**src/rtl/traffic_phase_scheduler.sv**
```systemverilog
// Purpose: timed two-road intersection phase sequencer with pedestrian walk phase.
// Latency: lamps are Moore outputs of the state register, so they change on the same edge as the state.
// Backpressure: none; sensor and request inputs are level-sampled every cycle, and no flow control exists.
module traffic_phase_scheduler #(
    parameter int CNT_W     = 5,
    parameter int T_MIN_GRN = 8,
    parameter int T_MAX_GRN = 20,
    parameter int T_YEL     = 3,
    parameter int T_ALLRED  = 2,
    parameter int T_WALK    = 6
) (
    input  logic       clk,
    input  logic       rst_n,
    input  logic       TA,
    input  logic       TB,
    input  logic       ped_req,
    output logic       RA,
    output logic       YA,
    output logic       GA,
    output logic       RB,
    output logic       YB,
    output logic       GB,
    output logic       walk,
    output logic [2:0] phase
);

    typedef enum logic [2:0] {
        A_GRN = 3'd0,
        A_YEL = 3'd1,
        A_CLR = 3'd2,
        B_GRN = 3'd3,
        B_YEL = 3'd4,
        B_CLR = 3'd5,
        PED   = 3'd6
    } state_t;

    // Timer compare points: "held N cycles" is timer == N-1.
    localparam logic [CNT_W-1:0] MIN_L  = CNT_W'(T_MIN_GRN - 1);
    localparam logic [CNT_W-1:0] MAX_L  = CNT_W'(T_MAX_GRN - 1);
    localparam logic [CNT_W-1:0] YEL_L  = CNT_W'(T_YEL - 1);
    localparam logic [CNT_W-1:0] CLR_L  = CNT_W'(T_ALLRED - 1);
    localparam logic [CNT_W-1:0] WALK_L = CNT_W'(T_WALK - 1);
    localparam logic [CNT_W-1:0] SAT    = '1;

    state_t           state;
    state_t           state_nxt;
    logic [CNT_W-1:0] timer;
    logic             ped_pend;
    logic             nxt_b;
    logic             nxt_b_nxt;
    logic             dem_a;
    logic             dem_b;
    logic             enter_ped;

    // The opposing road's demand includes a pending walk, so a lone button press ends a green.
    assign dem_a     = TA | ped_pend;
    assign dem_b     = TB | ped_pend;
    assign enter_ped = (state_nxt == PED) && (state != PED);
    assign phase     = state;

    // Next-state selection and Moore lamp decode.
    always_comb begin
        state_nxt = state;
        nxt_b_nxt = nxt_b;
        RA        = 1'b0;
        YA        = 1'b0;
        GA        = 1'b0;
        RB        = 1'b0;
        YB        = 1'b0;
        GB        = 1'b0;
        walk      = 1'b0;
        case (state)
            A_GRN: begin
                GA = 1'b1;
                RB = 1'b1;
                // Gap-out once min green is met and A is empty; max-out regardless of TA.
                if (dem_b && (((timer >= MIN_L) && !TA) || (timer >= MAX_L)))
                    state_nxt = A_YEL;
            end
            A_YEL: begin
                YA = 1'b1;
                RB = 1'b1;
                if (timer == YEL_L)
                    state_nxt = A_CLR;
            end
            A_CLR: begin
                RA = 1'b1;
                RB = 1'b1;
                if (timer == CLR_L) begin
                    state_nxt = ped_pend ? PED : B_GRN;
                    nxt_b_nxt = 1'b1;
                end
            end
            B_GRN: begin
                RA = 1'b1;
                GB = 1'b1;
                if (dem_a && (((timer >= MIN_L) && !TB) || (timer >= MAX_L)))
                    state_nxt = B_YEL;
            end
            B_YEL: begin
                RA = 1'b1;
                YB = 1'b1;
                if (timer == YEL_L)
                    state_nxt = B_CLR;
            end
            B_CLR: begin
                RA = 1'b1;
                RB = 1'b1;
                if (timer == CLR_L) begin
                    state_nxt = ped_pend ? PED : A_GRN;
                    nxt_b_nxt = 1'b0;
                end
            end
            PED: begin
                RA   = 1'b1;
                RB   = 1'b1;
                walk = 1'b1;
                // Resume with the road that was about to be served when the walk cut in.
                if (timer == WALK_L)
                    state_nxt = nxt_b ? B_GRN : A_GRN;
            end
            default: begin
                // Unused code: show all-red for the single cycle before recovering.
                RA        = 1'b1;
                RB        = 1'b1;
                state_nxt = A_GRN;
            end
        endcase
    end

    // State, phase timer, pending walk request, and next-road memory.
    always_ff @(posedge clk or negedge rst_n) begin
        if (!rst_n) begin
            state    <= A_GRN;
            timer    <= '0;
            ped_pend <= 1'b0;
            nxt_b    <= 1'b1;
        end else begin
            state <= state_nxt;
            nxt_b <= nxt_b_nxt;
            if (state_nxt != state)
                timer <= '0;
            else if (timer != SAT)
                timer <= timer + 1'b1;
            // Entering PED serves the request, even if the button is pressed on that edge.
            if (enter_ped)
                ped_pend <= 1'b0;
            else if (ped_req && (state != PED))
                ped_pend <= 1'b1;
        end
    end

endmodule

```
**config.mk**
```make
export PLATFORM = sky130hd
export DESIGN_NAME = traffic_phase_scheduler
export DESIGN_NICKNAME = d
export VERILOG_FILES = /design/src/rtl/traffic_phase_scheduler.sv
export SDC_FILE = /design/constraint.sdc
export NUM_CORES = 1
export LEC_CHECK = 0
export BUFFER_PORTS_ARGS = -buffer_cell sky130_fd_sc_hd__buf_4
export CORE_UTILIZATION = 55
export CTS_BUF_LIST = sky130_fd_sc_hd__clkbuf_4
export CTS_CLUSTER_SIZE = 14
export DETAILED_ROUTE_END_ITERATION = 7
export PLACE_DENSITY = 0.78
export RECOVER_POWER = 25
export SYNTH_ARGS = -nofsm -noshare
export SYNTH_HDL_FRONTEND = slang
export SYNTH_SLANG_ARGS = --single-unit
```
**constraint.sdc**
```tcl
create_clock -name clk -period 2.35 [get_ports clk]
set_input_delay 0.1175 -clock clk [delete_from_list [all_inputs] [get_ports clk]]
set_output_delay 0.1175 -clock clk [all_outputs]
set_load 0.01 [all_outputs]
```
[Word-level counts from Yosys, hierarchy flattened]
Cells that the tools add are included.
Storage, ports and cells
  register bits: 10
  word-level logic and storage cells: 66
  output and inout bits: 10
Operators by class
  $lt $le $gt $ge: 2
  reductions and logical operators: 17
  equal/unequal tests: 15
  bitwise logic cells: 2
  add/sub/neg operators: 1
  muxes and demuxes: 25
Operator list (count)
  3-bit 2-to-1 mux: 9
  3-bit case mux with 7 select lines: 1
  3-bit == test, second input constant: 4
  1-bit 2-to-1 mux: 11
  5-bit 2-to-1 mux: 2
  3-bit by 2-bit == test with 1-bit output, second input constant: 2
  1-bit logical AND: 6
  2-bit nonzero test: 3
  5-bit by 1-bit adder with 5-bit output, second input constant: 1
  5-bit by 1-bit == test with 1-bit output, second input constant: 1
  5-bit by 2-bit == test with 1-bit output, second input constant: 1
  5-bit by 3-bit == test with 1-bit output, second input constant: 1
  5-bit by 3-bit greater-or-equal comparator with 1-bit output, second input constant: 1
  5-bit greater-or-equal comparator, second input constant: 1
  5-bit inequality test, second input constant: 1
  2-bit inequality test, second input constant: 2
  2-bit OR reduction: 2
  3-bit by 1-bit == test with 1-bit output, second input constant: 1
  3-bit zero test: 1
  3-bit inequality test: 1
  3-bit inequality test, second input constant: 1
  3-bit AND reduction: 1
  1-bit zero test: 2
  1-bit logical OR: 2
  3 further kinds: 4

[Depth between registers and ports, before layout]
Gate-level depths: netlist (run 1).
  depth in word-level cells: 9
  gate-level depth with buffers: 8
  gate-level depth less buffers: 8

[Worst setup path after synthesis (run 1)]
OpenSTA, ideal clock, no wires.
  kind: reg-to-reg
  start: register state[1] (netlist: phase[1])
  end: register timer[0]
  path buffers: 1
  arrival time: 1844 ps
  setup time: 135 ps
  stages on the path, launching flop included: 8
  clock period less this slack: 1979 ps
  slack: 371 ps
  path through: dfrtp_1 > clkbuf_1 > nor3_1 > o221ai_1 > o32ai_4 > o31ai_2 > o311ai_2 > nor2_1
Between the ends
  cells in the longest elaborated chain, start to end: 4
  elaborated cells between the ends (all ways): 18
  those cells by class: eq/ne: 7; mux: 9; reduce/logical: 2
Ends and longest elaborated chain
  start: declaration: RTL line 45  | state_t state;
  start signal: assignment: RTL line 139  | state <= state_nxt;
  3-bit == test, or another cell as far along: RTL line 72  | case (state)
  3-bit case mux with 7 select lines: RTL line 72
  3-bit inequality test (*): RTL line 141  | if (state_nxt != state)
  5-bit 2-to-1 mux or 2-bit nonzero test (tied branches)
  end signal: assignment: RTL line 144  | timer <= timer + 1'b1;
  end: declaration: RTL line 47  | logic [CNT_W-1:0] timer;
Every way passes the cells marked *; elsewhere a longest branch is shown, timed or not.
A chain may end at the register's enable or synchronous reset.

[Worst setup path after layout (run 1)]
  start: register timer[0]
  end: register timer[0]
Between the ends
  cells in the longest elaborated chain, start to end: 8
  elaborated cells between the ends (all ways): 25
  those cells by class: add/sub: 1; order compare: 2; eq/ne: 5; mux: 10; reduce/logical: 7
Ends and longest elaborated chain (RTL line)
  5-bit by 3-bit greater-or-equal comparator with 1-bit output: 77, 97
  1-bit logical AND, on equally long branches: 97, 77
  1-bit logical OR, on equally long branches: 97, 77
  1-bit logical AND, on equally long branches: 97, 77
  3-bit 2-to-1 mux, on equally long branches: 97, 77
  3-bit case mux with 7 select lines: 72
  3-bit inequality test: 141
  5-bit 2-to-1 mux or 2-bit nonzero test (tied branches)
Several ways; a longest one is shown, not always the timed one. The select of a mux whose other input is x is not followed.

==> results_dict.tcl, run 1 <==
set metrics [dict create \
    worst_ir_drop_vdd_mv 0.633 \
    fin_nets 127 \
    crit_type "flop to flop" \
    critPathTopFamily "simple AND/OR/NAND/NOR gates" \
    holdCritStartpoint "ped_req" \
    placed_cell_area_um2 996 \
    gp_congestion 0.892 \
    timing.rr.end "timer[0]$_DFFE_PN0P_" \
    ctsHtreeMaxLevel 1 \
    synth_warnings 0 \
    initial_utilization 0.591 \
    finalSetupViolations 0 \
    antenna_found_initial 0 \
    min_path_cells 3 \
    drive_gt1_frac 0.239 \
    maxCapViolCount 0 \
    total_power_mw 1.11 \
    ant_nets 0 \
    cts.sinks 10 \
    clk_latency_ns 0.26 \
    vias 826 \
    numCtsBuffers 3 \
    detail_route.first_pass.iterations 4 \
    hold_violations 0 \
    io_pins 15 \
    grt_pass1_vias 745 \
    leakage_nw 0.458 \
    rsz0062_at_grt "false" \
    clock_skew_ns 0.0140 \
    overflow 0 \
    r2r-start "timer[0]$_DFFE_PN0P_" \
    diodes 0 \
    cts_tree "yes" \
    synth_top_area_frac 0.253 \
    synthTopCellsByArea "dfrtp_1 (25%), ha_1 (5.6%), nor2_1 (5.5%)" \
    r2r_cells 7 \
    clkSlewWorstSetupHoldPaths_ns 0.07 \
    cts_buffer_depth 2 \
    dieArea_um2 1780 \
    power_density_nw_per_um2 1080 \
    vias_per_cell 6.21 \
    io_buffers 14 \
    root_buffer "clkbuf_4" \
    fp-row-count 14 \
    whs_endpoint "ped_pend$_DFFE_PN0P_" \
    max_clock_freq_mhz 475 \
    avgSynthCellArea_um2 8.73 \
    dp_cells 128 \
    setup-tns-final_ns 0 \
    hp-class "primary input to flop" \
    cp_max_fo 6 \
    dp_hpwl_um 1490 \
    synthCells 102 \
    ys_seq_elements 10 \
    cp.required_ns 2.48 \
    cp-start-kind "flop" \
    ys_seq_area_frac 0.282 \
    die_h_um 42.2 \
    slew_headroom 0.667 \
    stdcell_area_um2 1030 \
    post_drt_wl_per_cell_um 15.0 \
    synth_edf_count 0 \
    rrSetupSlack_ns 0.25 \
    syn2layout_area_growth_pct 15.9 \
    slowest_delay_ns 0.48 \
    fin_crit_ns 2.10 \
    design.core.area_um2 1510 \
    worst_pin_slew_ns 0.500 \
    synth.distinct_cells 47 \
    final_util 0.685 \
    drt_iter0_markers 33 \
    cp_slowest_cell "or4b_4" \
    crit_arrival_ns 2.24 \
    worstPathCellList "ha_1, or4b_4, mux2_4, o32ai_4, o31ai_2, o311ai_2, nor2_1" \
    synthesis.area_um2 891 \
    yosysTopAreaCell "dfrtp_1" \
    path_buf_inv 0 \
    crit_path_start "timer[0]$_DFFE_PN0P_" \
    ys.flop_type "dfrtp_1" \
    post_cts_buffers 0 \
    drc 0 \
    endpoint_kind "flop" \
    syn_nets 111 \
    die_x_um 42.2 \
    status "complete, no violations" \
    wirelength_um 2000 \
    async_reset_ff_frac 1.00 \
    period_share 0.895 \
    grt_max_degree 17 \
    slew_violations 0 \
    fin_cells 133 \
    grtUsageTotal 0.255 \
    grt_first_pass_wirelength_um 3440 \
]
-- placed cells by master (no fill, tap or decap), types with 3 or more instances in the layout --
cell	instances
buf_4	14
nor2_1	13
dfrtp_1	9
inv_1	7
nand2_1	5
nor2b_1	4
ha_1	4
clkbuf_4	4
nor3_1	3
nand2b_1	3
a21oi_1	3
nor3b_1	3
-- through the flow --
step / setup slack [ns] / hold WS, ns
2_1_floorplan: 0.371 / -0.178
3_3_place_gp: 0.285 / -0.0516
3_5_place_dp: 0.260 / -0.0498
4_1_cts: 0.243 / 0.131
5_1_grt: 0.0540 / 0.142
6_report: 0.247 / 0.140
-- synth_stat cells, drive strengths merged, types with 3 or more instances --
cell,n
a21oi,3
clkbuf,3
dfrtp,9
ha,4
inv,7
nand2,5
nand2b,3
nor2,13
nor2b,4
nor3,4
nor3b,4
o21ai,3
-- report_power, final --
| group | internal (mW) | switching [mW] | total [mW] | leakage (nW) |
|---|---|---|---|---|
| logic | 0.310 | 0.340 | 0.650 | 0.317 |
| registers | 0.220 | 0.115 | 0.334 | 0.123 |
| clock network | 0.0767 | 0.0522 | 0.129 | 0.0184 |
-- worst reg2reg max path: cells and delay by family, from the launching register on --
family	cells	cell delay, ns
AND/OR/NAND/NOR	2	0.58
flip-flops	1	0.46
multiplexers	1	0.28
AO/OA/AOI/OAI	3	0.41
adder cells (fa/ha/maj)	1	0.23
-- routing by layer --
| metal | global-route usage | share of wire | vias up |
|---|---|---|---|
| met2 | 0.363 | 0.44 | 37 |
| met1 | 0.389 | 0.49 | 379 |
| met3 | 0.0259 | 0.055 | 2 |
| met4 | 0.113 | 0.0095 | 0 |
| met5 | 0 | 0 | - |
| li1 | - | - | 408 |
-- registers in the layout, indices dropped and copies added, names as in the netlist --
register / flops
nxt_b: 1
ped_pend: 1
phase: 3
timer: 5
-- worst max-delay path by stage --
stage                                       to  depth (start not counted)  slack [ns]
final                     timer[0]$_DFFE_PN0P_                          7        0.25
after detailed placement  timer[0]$_DFFE_PN0P_                          8        0.26
after floorplan           timer[0]$_DFFE_PN0P_                          7        0.37
after global routing      timer[3]$_DFFE_PN0P_                          8        0.05
after global placement    timer[3]$_DFFE_PN0P_                          8        0.28
after CTS                 timer[0]$_DFFE_PN0P_                          8        0.24
-- cells by family after synthesis --
group	count (synthesis)	synth area share
simple gates	44	0.287
compound gates	26	0.251
buf+inv	13	0.0660
flops	10	0.282
fa+ha+maj	4	0.0562
xor+xnor	3	0.0295
mux	2	0.0281
-- timing repair --
item | 4_1_cts | 5_1_grt
gates resized for setup | 0 | 0
hold endpoints to repair | 10 | 0
hold buffers | 1 | 0
-- cell type report --
class,count,area (µm²)
flip-flops and latches,10,251
clock buffers,4,30.0
multi-input cells,79,581
well taps,16,20.0
inverters,8,31.3
fillers,132,474
repair buffers,16,119
(Power assumes the default switching activity.)
==> run 2: changes to the inputs <==
- clock period: 2.35 -> 2 ns (I/O delays scaled with it)
==> run 2 against run 1 <==
The run now ends with setup timing left. Sequential power increased by 13%. Largest cell class unchanged. First-iteration DRC count increased by 48%. Critical endpoint is now timer[4]$_DFFE_PN0P_. Highest routed layer unchanged. Clock skew decreased by 0.0082 ns. Core utilization increased by 13 points. Setup slack got worse by 0.28 ns. Global-route usage increased by 5.8 points.
==> results_dict.tcl, run 2 (synthesized netlist as in run 1, its figures left out) <==
set metrics [dict create \
    max_clock_freq_mhz 492 \
    setup-tns-final_ns -0.0853 \
    finalSetupViolations 5 \
    grtUsageTotal 0.313 \
    p_int_mw 0.916 \
    cts_buffer_depth 2 \
    diodes 0 \
    detail_route.first_pass.iterations 4 \
    slew_headroom 0.657 \
    p_clk_frac 0.077 \
    grt_first_pass_wirelength_um 4130 \
    netSwitchingPower_mw 0.774 \
    crit_type "flop to flop" \
    fin_nets 144 \
    rrSetupSlack_ns -0.03 \
    drive_gt1_frac 0.403 \
    cp-start-kind "flop" \
    design.core.area_um2 1510 \
    io_pins 15 \
    largest_register "timer" \
    ctsHtreeMaxLevel 1 \
    gp_congestion 0.949 \
    fp-row-count 14 \
    leakage_nw 0.543 \
    largest_register_ffs 5 \
    die_x_um 42.2 \
    syn2layout_area_growth_pct 37.8 \
    fin_crit_ns 2.03 \
    hold_violations 0 \
    initial_utilization 0.591 \
    io_buffers 14 \
    mostFrequentLayoutCell "buf_4" \
    cts_tree "yes" \
    cts.sinks 10 \
    drt_iter0_markers 49 \
    clkSlewWorstSetupHoldPaths_ns 0.06 \
    maxCapViolCount 0 \
    numCtsBuffers 3 \
    seqPwrFrac 0.223 \
    status "finished with violations" \
    final.setup.worst_slack_ns -0.0324 \
    cp_max_fo 5 \
    vias 981 \
    rsz0062_at_grt "true" \
    dieArea_um2 1780 \
    total_power_mw 1.69 \
    dp_slack_ns -0.0382 \
    ant_nets 0 \
    vias_per_cell 6.54 \
    endpoint_kind "flop" \
    die_h_um 42.2 \
    post_drt_wl_per_cell_um 19.3 \
    final_util 0.815 \
    dp_hpwl_um 1900 \
    hp-class "primary input to flop" \
    clk_latency_ns 0.25 \
    grt_pass1_vias 865 \
    p_sw_frac 0.458 \
    overflow 0 \
    combPwrFrac 0.700 \
    wirelength_um 2890 \
    power_density_nw_per_um2 1380 \
    root_buffer "clkbuf_4" \
    slew_violations 0 \
    drc 0 \
    period_share 1.02 \
    final_cell_mix "buf_4 (31), nor2_1 (13), inv_1 (6), dfrtp_1 (6), nand2_1 (5)" \
    cp.required_ns 2.13 \
    crit_arrival_ns 2.16 \
    grt_max_degree 12 \
    worst_ir_drop_vdd_mv 0.819 \
    failed_checks "setup timing" \
    hold_ws_ns 0.131 \
    worst_pin_slew_ns 0.514 \
    clock_skew_ns 0.00587 \
    antenna_found_initial 0 \
]
[run 2: final cells by class]
| type | instances | area, µm² |
|---|---|---|
| Clock inverter | 1 | 3.75 |
| Tap cell | 16 | 20.0 |
| Clock buffer | 3 | 22.5 |
| Inverter | 8 | 31.3 |
| Sequential cell | 10 | 255 |
| Fill cell | 100 | 279 |
| Timing Repair Buffer | 33 | 246 |
| Multi-Input combinational cell | 79 | 648 |
[run 2: stage by stage]
| stage | instance area (µm²) | std cells |
|---|---|---|
| after global placement | 1120 | 144 |
| after CTS | 1160 | 149 |
| after global routing | 1230 | 150 |
| after floorplan | 891 | 102 |
| final | 1230 | 150 |
| after detailed placement | 1120 | 144 |
[run 2: metal layers]
layer	vias to the layer above	GRT usage	wire length, µm	share of wire
met5	-	0	0	0
met4	0	0.125	150	0.052
met1	452	0.447	1180	0.41
met3	21	0.0474	238	0.082
met2	67	0.474	1330	0.46
li1	441	-	-	-
[run 2: worst max-delay path: stages (launching register included)]
cell      delay (ns)
dfrtp_1         0.42
inv_2           0.09
ha_4            0.14
or4b_4          0.47
mux2_4          0.29
o32ai_4         0.22
o31ai_4         0.10
o311ai_4        0.09
nor2_1          0.09
[run 2: power groups by stage]
| stage | sequential [mW] | clock (mW) | combinational (mW) |
|---|---|---|---|
| finish | 0.377 | 0.130 | 1.18 |
| global route | 0.384 | 0.147 | 1.26 |
| CTS | 0.357 | 0.138 | 1.02 |
| detailed placement | 0.359 | 0 | 0.995 |
| global placement | 0.355 | 0 | 0.952 |
| floorplan | 0.320 | 0 | 0.623 |
[run 2: worst paths after layout]
check / start / to / cells past startpoint
worst min-delay path: ped_req / ped_pend$_DFFE_PN0P_ / 3
worst max-delay path: timer[1]$_DFFE_PN0P_ / timer[4]$_DFFE_PN0P_ / 8
worst min register to register: nxt_b$_DFFE_PN1P_ / nxt_b$_DFFE_PN1P_ / 2
worst max register to register: timer[1]$_DFFE_PN0P_ / timer[4]$_DFFE_PN0P_ / 8
min in group asynchronous: rst_n / timer[1]$_DFFE_PN0P_ / 2
max in group asynchronous: rst_n / timer[4]$_DFFE_PN0P_ / 2
[run 2: repair_timing]
| item | in CTS | in global routing |
|---|---|---|
| pin swaps | 6 | 3 |
| endpoints found under the setup margin | 5 | 6 |
| hold buffers | 1 | 0 |
| hold endpoints to repair | 10 | 0 |
| gates resized for setup | 2 | 12 |
| buffers inserted | 0 | 1 |
==> run 3: changes to the inputs <==
- MAX_ROUTING_LAYER: default -> met4
==> run 3 against run 2 <==
The flow still finishes with violations (setup timing). Core utilization stayed put. Combinational power hardly changed. Clock skew is 0.0011 ns lower. Die area stayed put. Flip-flop and latch count stayed put. Fmax is 0.26% higher. Design area stayed put. First-iteration DRC count is 37% lower. Critical path type unchanged.
==> results_dict.tcl, run 3 (synthesized netlist as in run 1, its figures left out) <==
set metrics [dict create \
    slew_headroom 0.662 \
    endpoint_kind "flop" \
    die_x_um 42.2 \
    timing.rr.end "timer[4]$_DFFE_PN0P_" \
    cp-start-kind "flop" \
    syn2layout_area_growth_pct 37.8 \
    drc 0 \
    whs_endpoint "ped_pend$_DFFE_PN0P_" \
    numCtsBuffers 3 \
    r2r-start "timer[1]$_DFFE_PN0P_" \
    dieArea_um2 1780 \
    mostFrequentLayoutCell "buf_4" \
    root_buffer "clkbuf_4" \
    period_share 1.01 \
    cp_max_fo 5 \
    wirelength_um 2930 \
    largest_register_ffs 5 \
    clk_latency_ns 0.25 \
    diodes 0 \
    ant_nets 0 \
    dr_wl_met2_um 1350 \
    rrSetupSlack_ns -0.03 \
    fillCellCount 100 \
    holdCritStartpoint "ped_req" \
    maxUsedRoutingLayer "met4" \
    path_buf_inv 1 \
    ctsHtreeMaxLevel 1 \
    gp_congestion 0.966 \
    antenna_found_initial 0 \
    worst_pin_slew_ns 0.507 \
    final.setup.worst_slack_ns -0.0271 \
    hold_violations 0 \
    rsz0062_at_grt "true" \
    fp-row-count 14 \
    max_clock_freq_mhz 493 \
    initial_utilization 0.591 \
    cts_tree "yes" \
    dp_hpwl_um 1900 \
    io_buffers 14 \
    failed_checks "setup timing" \
    final_cell_mix "buf_4 (31), nor2_1 (13), inv_1 (6), dfrtp_1 (6), nand2_1 (5)" \
    largest_register "timer" \
    overflow 0 \
    min_path_cells 3 \
    drive_gt1_frac 0.403 \
    vias 978 \
    design.core.area_um2 1510 \
    hold_ws_ns 0.129 \
    fin_crit_ns 2.03 \
    fin_nets 144 \
    vias_per_cell 6.52 \
    crit_path_start "timer[1]$_DFFE_PN0P_" \
    grt_pass1_vias 863 \
    slew_violations 0 \
    dp_cells 144 \
    post_drt_wl_per_cell_um 19.6 \
    critPathTopFamily "simple AND/OR/NAND/NOR gates" \
    worst_ir_drop_vdd_mv 0.826 \
    slowest_delay_ns 0.47 \
    fin_cells 150 \
    wirelength_met1_um 1260 \
    grtUsageTotal 0.321 \
    grt_first_pass_wirelength_um 4140 \
    dr_wl_met3_um 215 \
    worstPathCellList "inv_2, ha_4, or4b_4, mux2_4, o32ai_4, o31ai_4, o311ai_4, nor2_1" \
    status "finished with violations" \
    leakage_nw 0.543 \
    grt_max_degree 12 \
    io_pins 15 \
    cp_slowest_cell "or4b_4" \
    drt_iter0_markers 31 \
    cts.sinks 10 \
    cp.required_ns 2.13 \
    detail_route.first_pass.iterations 4 \
    cts_buffer_depth 2 \
    hp-class "primary input to flop" \
    finalSetupViolations 5 \
    power_density_nw_per_um2 1380 \
    clkSlewWorstSetupHoldPaths_ns 0.06 \
    crit_type "flop to flop" \
    r2r_cells 8 \
    die_h_um 42.2 \
    clock_skew_ns 0.00482 \
    maxCapViolCount 0 \
    crit_arrival_ns 2.16 \
]
[run 3: worst max-delay path by stage]
stage                                       to  depth (start not counted)
after floorplan           timer[0]$_DFFE_PN0P_                          7
after global placement    timer[2]$_DFFE_PN0P_                          8
after detailed placement  timer[2]$_DFFE_PN0P_                          8
after CTS                 timer[0]$_DFFE_PN0P_                          8
after global routing      timer[4]$_DFFE_PN0P_                          9
final                     timer[4]$_DFFE_PN0P_                          8
[run 3: repair_timing]
item                                    in CTS  in global routing
endpoints found under the setup margin       5                  6
endpoints found under the hold margin       10                  0
setup buffers                                0                  1
hold buffers                                 1                  0
resized for setup                            2                 12
pin swaps                                    6                  3
[run 3: worst min-delay path: cells and delay by family]
family                 cells  cell delay [ns]
buffers and inverters      1             0.10
AOI/OAI and AO/OA          2             0.13
[run 3: layout make-up]
| cell class | count | area, µm² | area share |
|---|---|---|---|
| Multi-Input combinational cell | 79 | 648 | 0.528 |
| Sequential cell | 10 | 255 | 0.208 |
| Timing Repair Buffer | 33 | 246 | 0.201 |
| Inverter | 8 | 31.3 | 0.0255 |
| Clock buffer | 3 | 22.5 | 0.0183 |
| Tap cell | 16 | 20.0 | 0.0163 |
| Clock inverter | 1 | 3.75 | 0.00306 |
[run 3: metal layers]
metal | global-route usage | vias to the layer above
met5 | - | -
met1 | 0.444 | 456
li1 | - | 442
met2 | 0.477 | 65
met3 | 0.0474 | 15
met4 | 0.125 | 0
[run 3: stage by stage]
step / area [µm²] / setup TNS, ns / util / setup slack [ns] / total power [mW]
3_5_place_dp: 1120 / -0.163 / 0.741 / -0.0382 / 1.35
2_1_floorplan: 891 / 0 / - / 0.0211 / 0.943
6_report: 1230 / -0.0607 / 0.815 / -0.0271 / 1.70
3_3_place_gp: 1120 / 0 / 0.741 / 0.0299 / 1.31
5_1_grt: 1230 / -0.555 / 0.815 / -0.112 / 1.79
4_1_cts: 1160 / 0 / 0.771 / 0.000820 / 1.51
[run 3: power breakdown]
part	total (mW)	internal, mW	switching, mW
Clock	0.130	0.0715	0.0583
Sequential	0.380	0.261	0.119
Combinational	1.19	0.583	0.603
